**config.mk**
```make
export PLATFORM = sky130hd
export DESIGN_NAME = dmem_arbiter_flat
export DESIGN_NICKNAME = d
export VERILOG_FILES = /design/src/rtl/dmem_pkg.sv /design/src/rtl/dmem_arbiter_if.sv /design/src/rtl/dmem_arbiter.sv /design/src/flat_wrapper.sv
export SDC_FILE = /design/constraint.sdc
export NUM_CORES = 1
export LEC_CHECK = 0
export ABC_AREA = 1
export CAP_MARGIN = 20
export CORE_AREA = 2 2 87 89
export DETAILED_ROUTE_END_ITERATION = 6
export DIE_AREA = 0 0 89 91
export PLACE_DENSITY = 0.75
export SYNTH_ARGS = -nofsm -noshare
export SYNTH_HDL_FRONTEND = slang
export SYNTH_SLANG_ARGS = --single-unit
```
**constraint.sdc**
```tcl
create_clock -name clk -period 1.87 [get_ports clk]
set_input_delay 0.374 -clock clk [delete_from_list [all_inputs] [get_ports clk]]
set_output_delay 0.374 -clock clk [all_outputs]
set_load 0.005 [all_outputs]
```
**src/rtl/dmem_pkg.sv**
```systemverilog
// Shared constants and state encoding for the data-memory arbiter.
package dmem_pkg;

   localparam int unsigned DMEM_ADDR_W       = 7;
   localparam int unsigned DMEM_DATA_W       = 32;
   localparam int unsigned DMEM_STARVE_LIMIT = 3;

   typedef logic [1:0] dmem_state_t;

   localparam dmem_state_t IDLE = 2'd0;
   localparam dmem_state_t P_RD = 2'd1;
   localparam dmem_state_t E_RD = 2'd2;

endpackage

```
**src/rtl/dmem_arbiter_if.sv**
```systemverilog
// Single-port memory bus between the arbiter (master) and the RAM (slave).
interface dmem_arbiter_if
   import dmem_pkg::*;
#(
   parameter int unsigned ADDR_W = DMEM_ADDR_W,
   parameter int unsigned DATA_W = DMEM_DATA_W
);

   logic              mem_en;
   logic              mem_we;
   logic [ADDR_W-1:0] mem_addr;
   logic [DATA_W-1:0] mem_wdata;
   logic [DATA_W-1:0] mem_rdata;

   modport master (
      output mem_en,
      output mem_we,
      output mem_addr,
      output mem_wdata,
      input  mem_rdata
   );

   modport slave (
      input  mem_en,
      input  mem_we,
      input  mem_addr,
      input  mem_wdata,
      output mem_rdata
   );

endinterface

```
**src/rtl/dmem_arbiter.sv**
```systemverilog
// Arbitrates the 128x32 data memory between the pipeline MEM stage and an
// external loader port, with a bounded-starvation guarantee for the latter.
module dmem_arbiter
   import dmem_pkg::*;
#(
   parameter int unsigned ADDR_W       = DMEM_ADDR_W,
   parameter int unsigned DATA_W       = DMEM_DATA_W,
   parameter int unsigned STARVE_LIMIT = DMEM_STARVE_LIMIT
) (
   input  logic              clk,
   input  logic              rst,

   input  logic              p_req_i,
   input  logic              p_we_i,
   input  logic [ADDR_W-1:0] p_addr_i,
   input  logic [DATA_W-1:0] p_wdata_i,
   output logic [DATA_W-1:0] p_rdata_o,
   output logic              p_stall_o,

   input  logic              e_req_i,
   input  logic              e_we_i,
   input  logic [ADDR_W-1:0] e_addr_i,
   input  logic [DATA_W-1:0] e_wdata_i,
   output logic              e_gnt_o,
   output logic              e_rvalid_o,
   output logic [DATA_W-1:0] e_rdata_o,

   dmem_arbiter_if.master    mem_if
);

   localparam int unsigned CNT_W = $clog2(STARVE_LIMIT + 1);
   localparam logic [CNT_W-1:0] CNT_MAX = CNT_W'(STARVE_LIMIT);

   dmem_state_t      state_q, state_d;
   logic [CNT_W-1:0] starve_cnt_q, starve_cnt_d;

   logic p_elig;
   logic starve;
   logic gnt_e;
   logic gnt_p;

   // A held p_req during P_RD is the load completing, not a new access.
   assign p_elig = p_req_i && (state_q != P_RD);
   assign starve = (starve_cnt_q == CNT_MAX);

   // Grants are masked by rst so every output is quiet while reset is held.
   assign gnt_e = !rst && e_req_i && (starve || !p_elig);
   assign gnt_p = !rst && !gnt_e && p_elig;

   always_comb begin
      mem_if.mem_en    = 1'b0;
      mem_if.mem_we    = 1'b0;
      mem_if.mem_addr  = '0;
      mem_if.mem_wdata = '0;
      if (gnt_e) begin
         mem_if.mem_en    = 1'b1;
         mem_if.mem_we    = e_we_i;
         mem_if.mem_addr  = e_addr_i;
         mem_if.mem_wdata = e_wdata_i;
      end else if (gnt_p) begin
         mem_if.mem_en    = 1'b1;
         mem_if.mem_we    = p_we_i;
         mem_if.mem_addr  = p_addr_i;
         mem_if.mem_wdata = p_wdata_i;
      end
   end

   assign p_stall_o  = !rst && p_elig && !(gnt_p && p_we_i);
   assign e_gnt_o    = gnt_e;
   assign p_rdata_o  = (state_q == P_RD) ? mem_if.mem_rdata : '0;
   assign e_rvalid_o = (state_q == E_RD);
   assign e_rdata_o  = (state_q == E_RD) ? mem_if.mem_rdata : '0;

   always_comb begin
      state_d = IDLE;
      if (gnt_p && !p_we_i) begin
         state_d = P_RD;
      end else if (gnt_e && !e_we_i) begin
         state_d = E_RD;
      end
   end

   always_comb begin
      starve_cnt_d = '0;
      if (gnt_e) begin
         starve_cnt_d = '0;
      end else if (e_req_i) begin
         starve_cnt_d = starve ? starve_cnt_q : starve_cnt_q + 1'b1;
      end
   end

   always_ff @(posedge clk or posedge rst) begin
      if (rst) begin
         state_q      <= IDLE;
         starve_cnt_q <= '0;
      end else begin
         state_q      <= state_d;
         starve_cnt_q <= starve_cnt_d;
      end
   end

endmodule

```
**src/flat_wrapper.sv**
```systemverilog
// flat-port wrapper written by rule: the top's interface ports become plain ports
module dmem_arbiter_flat import dmem_pkg::*;
#(
   parameter int unsigned ADDR_W       = DMEM_ADDR_W,
   parameter int unsigned DATA_W       = DMEM_DATA_W,
   parameter int unsigned STARVE_LIMIT = DMEM_STARVE_LIMIT
)
  (clk, rst, p_req_i, p_we_i, p_addr_i, p_wdata_i, p_rdata_o, p_stall_o, e_req_i, e_we_i, e_addr_i, e_wdata_i, e_gnt_o, e_rvalid_o, e_rdata_o, mem_if_mem_en, mem_if_mem_we, mem_if_mem_addr, mem_if_mem_wdata, mem_if_mem_rdata);
  dmem_arbiter_if #(.ADDR_W(ADDR_W), .DATA_W(DATA_W)) mem_if_i ();
  input  logic clk;
  input  logic rst;
  input  logic p_req_i;
  input  logic p_we_i;
  input  logic [ADDR_W-1:0] p_addr_i;
  input  logic [DATA_W-1:0] p_wdata_i;
  output logic [DATA_W-1:0] p_rdata_o;
  output logic p_stall_o;
  input  logic e_req_i;
  input  logic e_we_i;
  input  logic [ADDR_W-1:0] e_addr_i;
  input  logic [DATA_W-1:0] e_wdata_i;
  output logic e_gnt_o;
  output logic e_rvalid_o;
  output logic [DATA_W-1:0] e_rdata_o;
  output wire logic [$bits(mem_if_i.mem_en)-1:0] mem_if_mem_en;
  output wire logic [$bits(mem_if_i.mem_we)-1:0] mem_if_mem_we;
  output wire logic [$bits(mem_if_i.mem_addr)-1:0] mem_if_mem_addr;
  output wire logic [$bits(mem_if_i.mem_wdata)-1:0] mem_if_mem_wdata;
  input wire logic [$bits(mem_if_i.mem_rdata)-1:0] mem_if_mem_rdata;
  assign mem_if_mem_en = mem_if_i.mem_en;
  assign mem_if_mem_we = mem_if_i.mem_we;
  assign mem_if_mem_addr = mem_if_i.mem_addr;
  assign mem_if_mem_wdata = mem_if_i.mem_wdata;
  assign mem_if_i.mem_rdata = mem_if_mem_rdata;
  dmem_arbiter #(.ADDR_W(ADDR_W), .DATA_W(DATA_W), .STARVE_LIMIT(STARVE_LIMIT)) u_core (.clk(clk), .rst(rst), .p_req_i(p_req_i), .p_we_i(p_we_i), .p_addr_i(p_addr_i), .p_wdata_i(p_wdata_i), .p_rdata_o(p_rdata_o), .p_stall_o(p_stall_o), .e_req_i(e_req_i), .e_we_i(e_we_i), .e_addr_i(e_addr_i), .e_wdata_i(e_wdata_i), .e_gnt_o(e_gnt_o), .e_rvalid_o(e_rvalid_o), .e_rdata_o(e_rdata_o), .mem_if(mem_if_i));
endmodule
```
Word-level counts from Yosys, hierarchy flattened
Cells that the tools add are included.
{"block": "totals", "regBits": 4, "inputBits": 116, "out_inout_bits": 108, "word_cells": 40}
{"block": "classes", "n_addsub": 1, "eq_ne": 5, "muxes": 15, "reduce_logical": 17}
{"op": "$mux W32", "count": 4}
{"op": "$mux W7", "count": 2}
{"op": "$logic_and A1 B1 Y1", "count": 10}
{"op": "$mux W2", "count": 5}
{"op": "$logic_not A1 Y1", "count": 6}
{"op": "$eq A2 B2 Y1 const B", "count": 2}
{"op": "$mux W1", "count": 4}
{"op": "$ne A3 B3 Y1 const B", "count": 1}
{"op": "$add A2 B1 Y2 const B", "count": 1}
{"op": "$eq A2 B1 Y1 const B", "count": 1}
{"op": "$ne A2 B1 Y1 const B", "count": 1}
{"op": "$logic_or A1 B1 Y1", "count": 1}

Logic depth before layout (Yosys ltp)
{"block": "depth", "ltp_word": 11, "ltp_mapped": 6, "mapped_depth_nobuf": 6}

Least setup slack after synthesis
No wires, ideal clock.
{"block": "synth_timing", "kind": "flip-flop to output port", "start": "register u_core.starve_cnt_q[0]", "end": "output mem_if_mem_addr[0]", "arrival_ps": 1199, "required_ps": 1496, "setup_slack_ps": 297, "stages_incl_launch_ff": 6, "path_buffers": 1, "path_cell_list": "dfrtp_1 > ha_1 > nand2_1 > clkbuf_1 > nand4_1 > nand2_1"}
{"block": "synth_via", "elab_chain_len": 8}
{"element": "from (decl)", "line": "dmem_arbiter.sv:35", "rtl": "logic [CNT_W-1:0] starve_cnt_q, starve_cnt_d;"}
{"element": "from (signal assigned)", "line": "dmem_arbiter.sv:98", "rtl": "starve_cnt_q <= starve_cnt_d;"}
{"element": "$eq A2 B2 Y1 (*)", "line": "dmem_arbiter.sv:44", "rtl": "assign starve = (starve_cnt_q == CNT_MAX);"}
{"element": "$logic_or A1 B1 Y1 (*)", "line": "dmem_arbiter.sv:47", "rtl": "assign gnt_e = !rst && e_req_i && (starve || !p_elig);"}
{"element": "$logic_and A1 B1 Y1 (*)", "line": "dmem_arbiter.sv:47"}
{"element": "$logic_not A1 Y1", "line": "dmem_arbiter.sv:48", "rtl": "assign gnt_p = !rst && !gnt_e && p_elig;"}
{"element": "$logic_and A1 B1 Y1 (2 in series)", "line": "dmem_arbiter.sv:48"}
{"element": "$mux W7", "line": "dmem_arbiter.sv:60", "rtl": "end else if (gnt_p) begin"}
{"element": "$mux W7 (*)", "line": "dmem_arbiter.sv:55", "rtl": "if (gnt_e) begin"}
{"element": "to (decl)", "line": "flat_wrapper.sv:27", "rtl": "output wire logic [$bits(mem_if_i.mem_addr)-1:0] mem_if_mem_addr;"}
Every way passes the cells marked *; elsewhere a longest branch is shown, timed or not.

Final worst setup path
{"block": "layout_timing", "start": "register u_core.state_q[0]", "end": "output mem_if_mem_wdata[23]"}
{"block": "layout_via", "elab_chain_len": 10}
{"element": "from (decl)", "line": "dmem_arbiter.sv:34", "rtl": "dmem_state_t state_q, state_d;"}
{"element": "from (signal assigned)", "line": "dmem_arbiter.sv:97", "rtl": "state_q <= state_d;"}
{"element": "$ne A2 B1 Y1 (*)", "line": "dmem_arbiter.sv:43", "rtl": "assign p_elig = p_req_i && (state_q != P_RD);"}
{"element": "$logic_and A1 B1 Y1 (*)", "line": "dmem_arbiter.sv:43"}
{"element": "$logic_not A1 Y1", "line": "dmem_arbiter.sv:47"}
{"element": "$logic_or A1 B1 Y1", "line": "dmem_arbiter.sv:47"}
{"element": "$logic_and A1 B1 Y1", "line": "dmem_arbiter.sv:47"}
{"element": "$logic_not A1 Y1", "line": "dmem_arbiter.sv:48"}
{"element": "$logic_and A1 B1 Y1 (2 in series)", "line": "dmem_arbiter.sv:48"}
{"element": "$mux W32", "line": "dmem_arbiter.sv:60"}
{"element": "$mux W32 (*)", "line": "dmem_arbiter.sv:55"}
{"element": "to (decl)", "line": "flat_wrapper.sv:28", "rtl": "output wire logic [$bits(mem_if_i.mem_wdata)-1:0] mem_if_mem_wdata;"}
Marks and branches as above.

==> impl_metrics.csv <==
group,metric,value,unit
place,buffers_on_ports,223,
synth,synth_fp_nets,396,
worst_setup_path,critical-path-slowest-cell,"sky130_fd_sc_hd__dfrtp_2",
power,ir_drop,165,uV
power,total_leakage_power,2.85,nW
place,placed_wire_length_estimate_after_detailed_placement,6450,um
sta,achievable-frequency,515,MHz
power,clkPwrFrac,0.143,
synth,synthDistinctLibCells,16,
place,placed_cells,595,
cts,cts_root_buffer,"sky130_fd_sc_hd__clkbuf_8",
die,coreArea,0.00714,mm2
power,seqPwrFrac,0.080,
worst_setup_path,critical-path-top-cell-by-count,"sky130_fd_sc_hd__buf_6",
power,power.internal,822,uW
worst_hold_path,hp-class,"in -> async",
synth,yosysTopAreaCell,"sky130_fd_sc_hd__nor2_1",
sta,finalCritPeriodShare,1.04,
synth,synthDominantCellAreaShare,0.191,
worst_setup_path,critical_path_arrival,1.57,ns
drt,avgViaCountPerCell,4.76,
sta,grt_setup_unrepaired,"yes",
drt,detail_route.first_pass.iterations,4,
sta,worstMarginPinSlew,0.184,ns
drt,routed-via-count,3065,
die,chipHeight,91,um
layout,antenna_cells_inserted,0,
worst_setup_path,ff2ff_setup_slack,0.35,ns
layout,final_net_count,664,
global_routing,globalRouteTotalUtil,0.253,
synth,synth_cells,279,
layout,area_added_between_synthesis_and_finish,248,%
worst_setup_path,crit_path_max_fanout,5,
power,p_sw,434,uW
cts,tritoncts,"yes",
worst_setup_path,startpoint_type,"register",
layout,layout.cells.most_common,"sky130_fd_sc_hd__clkdlybuf4s50_1",
synth,synth_warnings,0,
power,power_switching_share,0.346,
die,ioPinCount,224,
worst_setup_path,worstPathRequired,1.50,ns
power,power_density,267,mW/mm2
cts,numCtsBuffers,3,
status,run_status,"finished, violations left",
global_routing,wire_length_of_the_first_global_routing_pass,15900,um
sta,post-route-worst-setup-slack,-0.0733,ns
die,floorplan.die_area,0.00810,mm2
die,row_count,31,
sta,post-route-min-period,1.94,ns
synth,synthesis_stage_register_bit_count,4,
worst_setup_path,timing.critical_path.slowest_cell_delay,0.44,ns
drt,detail_route.iter0.violations,90,
synth,synth_sequential_area_ratio,0.0739,
global_routing,grt_pass1_vias,3089,
worst_setup_path,worstSetupPathType,"reg -> out",
cts,cts-root-to-sink-buffers,2,
synth,avgSynthCellArea,4.85,um2
layout,stdcell_count,644,
cts,cts.sinks,4,
global_routing,grt_residual_overflow,0,
sta,report.final.slew_viol_count,0,
drt,detail_route.wl_per_cell,16.8,um
layout,fillCellCount,642,
cts,cts_max_level,1,
drt,finalWirelength,10800,um
sta,max_slew_margin,0.877,
worst_setup_path,crit_path_cell_trace,"a21oi_4 -> buf_6 -> buf_6 -> buf_16 -> buf_4 -> nand4_1 -> nand2_1 -> buf_2",
synth,synth.area.top_cells,"sky130_fd_sc_hd__nor2_1 (19%), sky130_fd_sc_hd__nand4_1 (18%), sky130_fd_sc_hd__nand3_1 (16%), sky130_fd_sc_hd__nand2_1 (14%), sky130_fd_sc_hd__inv_1 (11%)",
worst_setup_path,critical_path.endpoint_type,"output port",
place,place_congestion,0.776,
layout,core_util_final,0.659,
drt,remaining_drc_errors,0,
cts,clk_latency,0.22,ns
power,p_comb_frac,0.777,
die,die_span_in_x,89,um
job,drv.max_cap_violation_count,0,
layout,final_layout_size_suffix_gt1_frac,0.314,
synth,post_synth_instance_area,0.00135,mm2
drt,route.antenna.remaining_nets,0,
status,violations_in_the_final_reports,"setup timing",
sta,report.final.setup_viol,30,
global_routing,antenna_violations_before_repair,0,
sta,fin_skew,0.00131,ns
global_routing,grt_start_max_net_pins,29,
layout,layout.cells.most_common_list,"sky130_fd_sc_hd__clkdlybuf4s50_1 (112), sky130_fd_sc_hd__nor2_1 (67), sky130_fd_sc_hd__nand2_1 (43), sky130_fd_sc_hd__dlygate4sd2_1 (42)",
die,floorplan.initialDensity,0.190,
cts,clkSlewWorstSetupHoldPaths,0.03,ns
sta,hold_violations,0,
## routing by layer
layer,vias up,GRT usage,part of all wire
li1,1440,-,-
met5,-,0,0
met2,195,0.467,0.52
met3,23,0.0382,0.091
met4,0,0.0821,0.025
met1,1407,0.288,0.37
## critical path: cells and delay by family (launching register included)
family,cells,cell delay [ns]
compound gates,1,0.20
flops,1,0.44
simple gates,2,0.13
buf+inv,5,0.59
## worst paths after layout
path / end / from / depth (start not counted)
max: mem_if_mem_wdata[23] / u_core.state_q[0] / 8
min reg2reg: u_core.starve_cnt_q[1] / u_core.starve_cnt_q[1] / 3
min: u_core.starve_cnt_q[1] / rst / 3
min in group clk: u_core.starve_cnt_q[0] / rst / 5
max reg2reg: u_core.state_q[0] / u_core.starve_cnt_q[1] / 9
max in group asynchronous: u_core.state_q[0] / rst / 3
## area by class of cell
cell class                      count  area [um2]  area share
Inverter                           41         154      0.0327
Tap cell                           99         124      0.0263
Multi-Input combinational cell    208        1260       0.268
Timing Repair Buffer              289        3030       0.643
Clock buffer                        3        41.3     0.00877
Sequential cell                     4         101      0.0215
## power groups by stage
stage	logic, mW	clock network, mW	registers, mW
detailed placement	0.729	0	0.0987
global placement	0.724	0	0.0984
finish	0.976	0.179	0.101
floorplan	0.217	0	0.0981
CTS	0.972	0.184	0.100
global route	1.04	0.185	0.102
## logic make-up after synthesis
family / count (synthesis) / synth area share
buf+inv: 67 / 0.212
simple gates: 205 / 0.689
compound gates: 2 / 0.0157
flops: 4 / 0.0739
fa+ha+maj: 1 / 0.00924
## cells in the mapped netlist (all sizes together)
master / number
a21oi: 2
dfrtp: 4
inv: 41
ha: 1
nand4: 40
nor2: 70
nand2: 52
clkbuf: 6
buf: 20
nand3: 43
## timing repair
action	in CTS	in global routing
buffers inserted	29	9
gates resized for setup	299	59
hold buffers	0	0
pin swaps	25	32
cloned	17	1
endpoints found under the setup margin	107	65
## stage by stage
stage               setup slack, ns  total power [mW]  area, um2  hold WS [ns]  setup TNS, ns
floorplan                     0.297             0.315       1350         0.310              0
global placement             -0.508             0.822       3800         0.475         -20.75
detailed placement           -0.530             0.828       3800         0.480         -21.67
CTS                          -0.117              1.26       4600         0.253          -4.70
global route                 -0.124              1.33       4710         0.281          -2.80
finish                      -0.0733              1.26       4710         0.255         -0.699
## registers in the layout, indices dropped and copies added (netlist names)
signal and count:
u_core.starve_cnt_q 2, u_core.state_q 2
(Power assumes the default switching activity.)
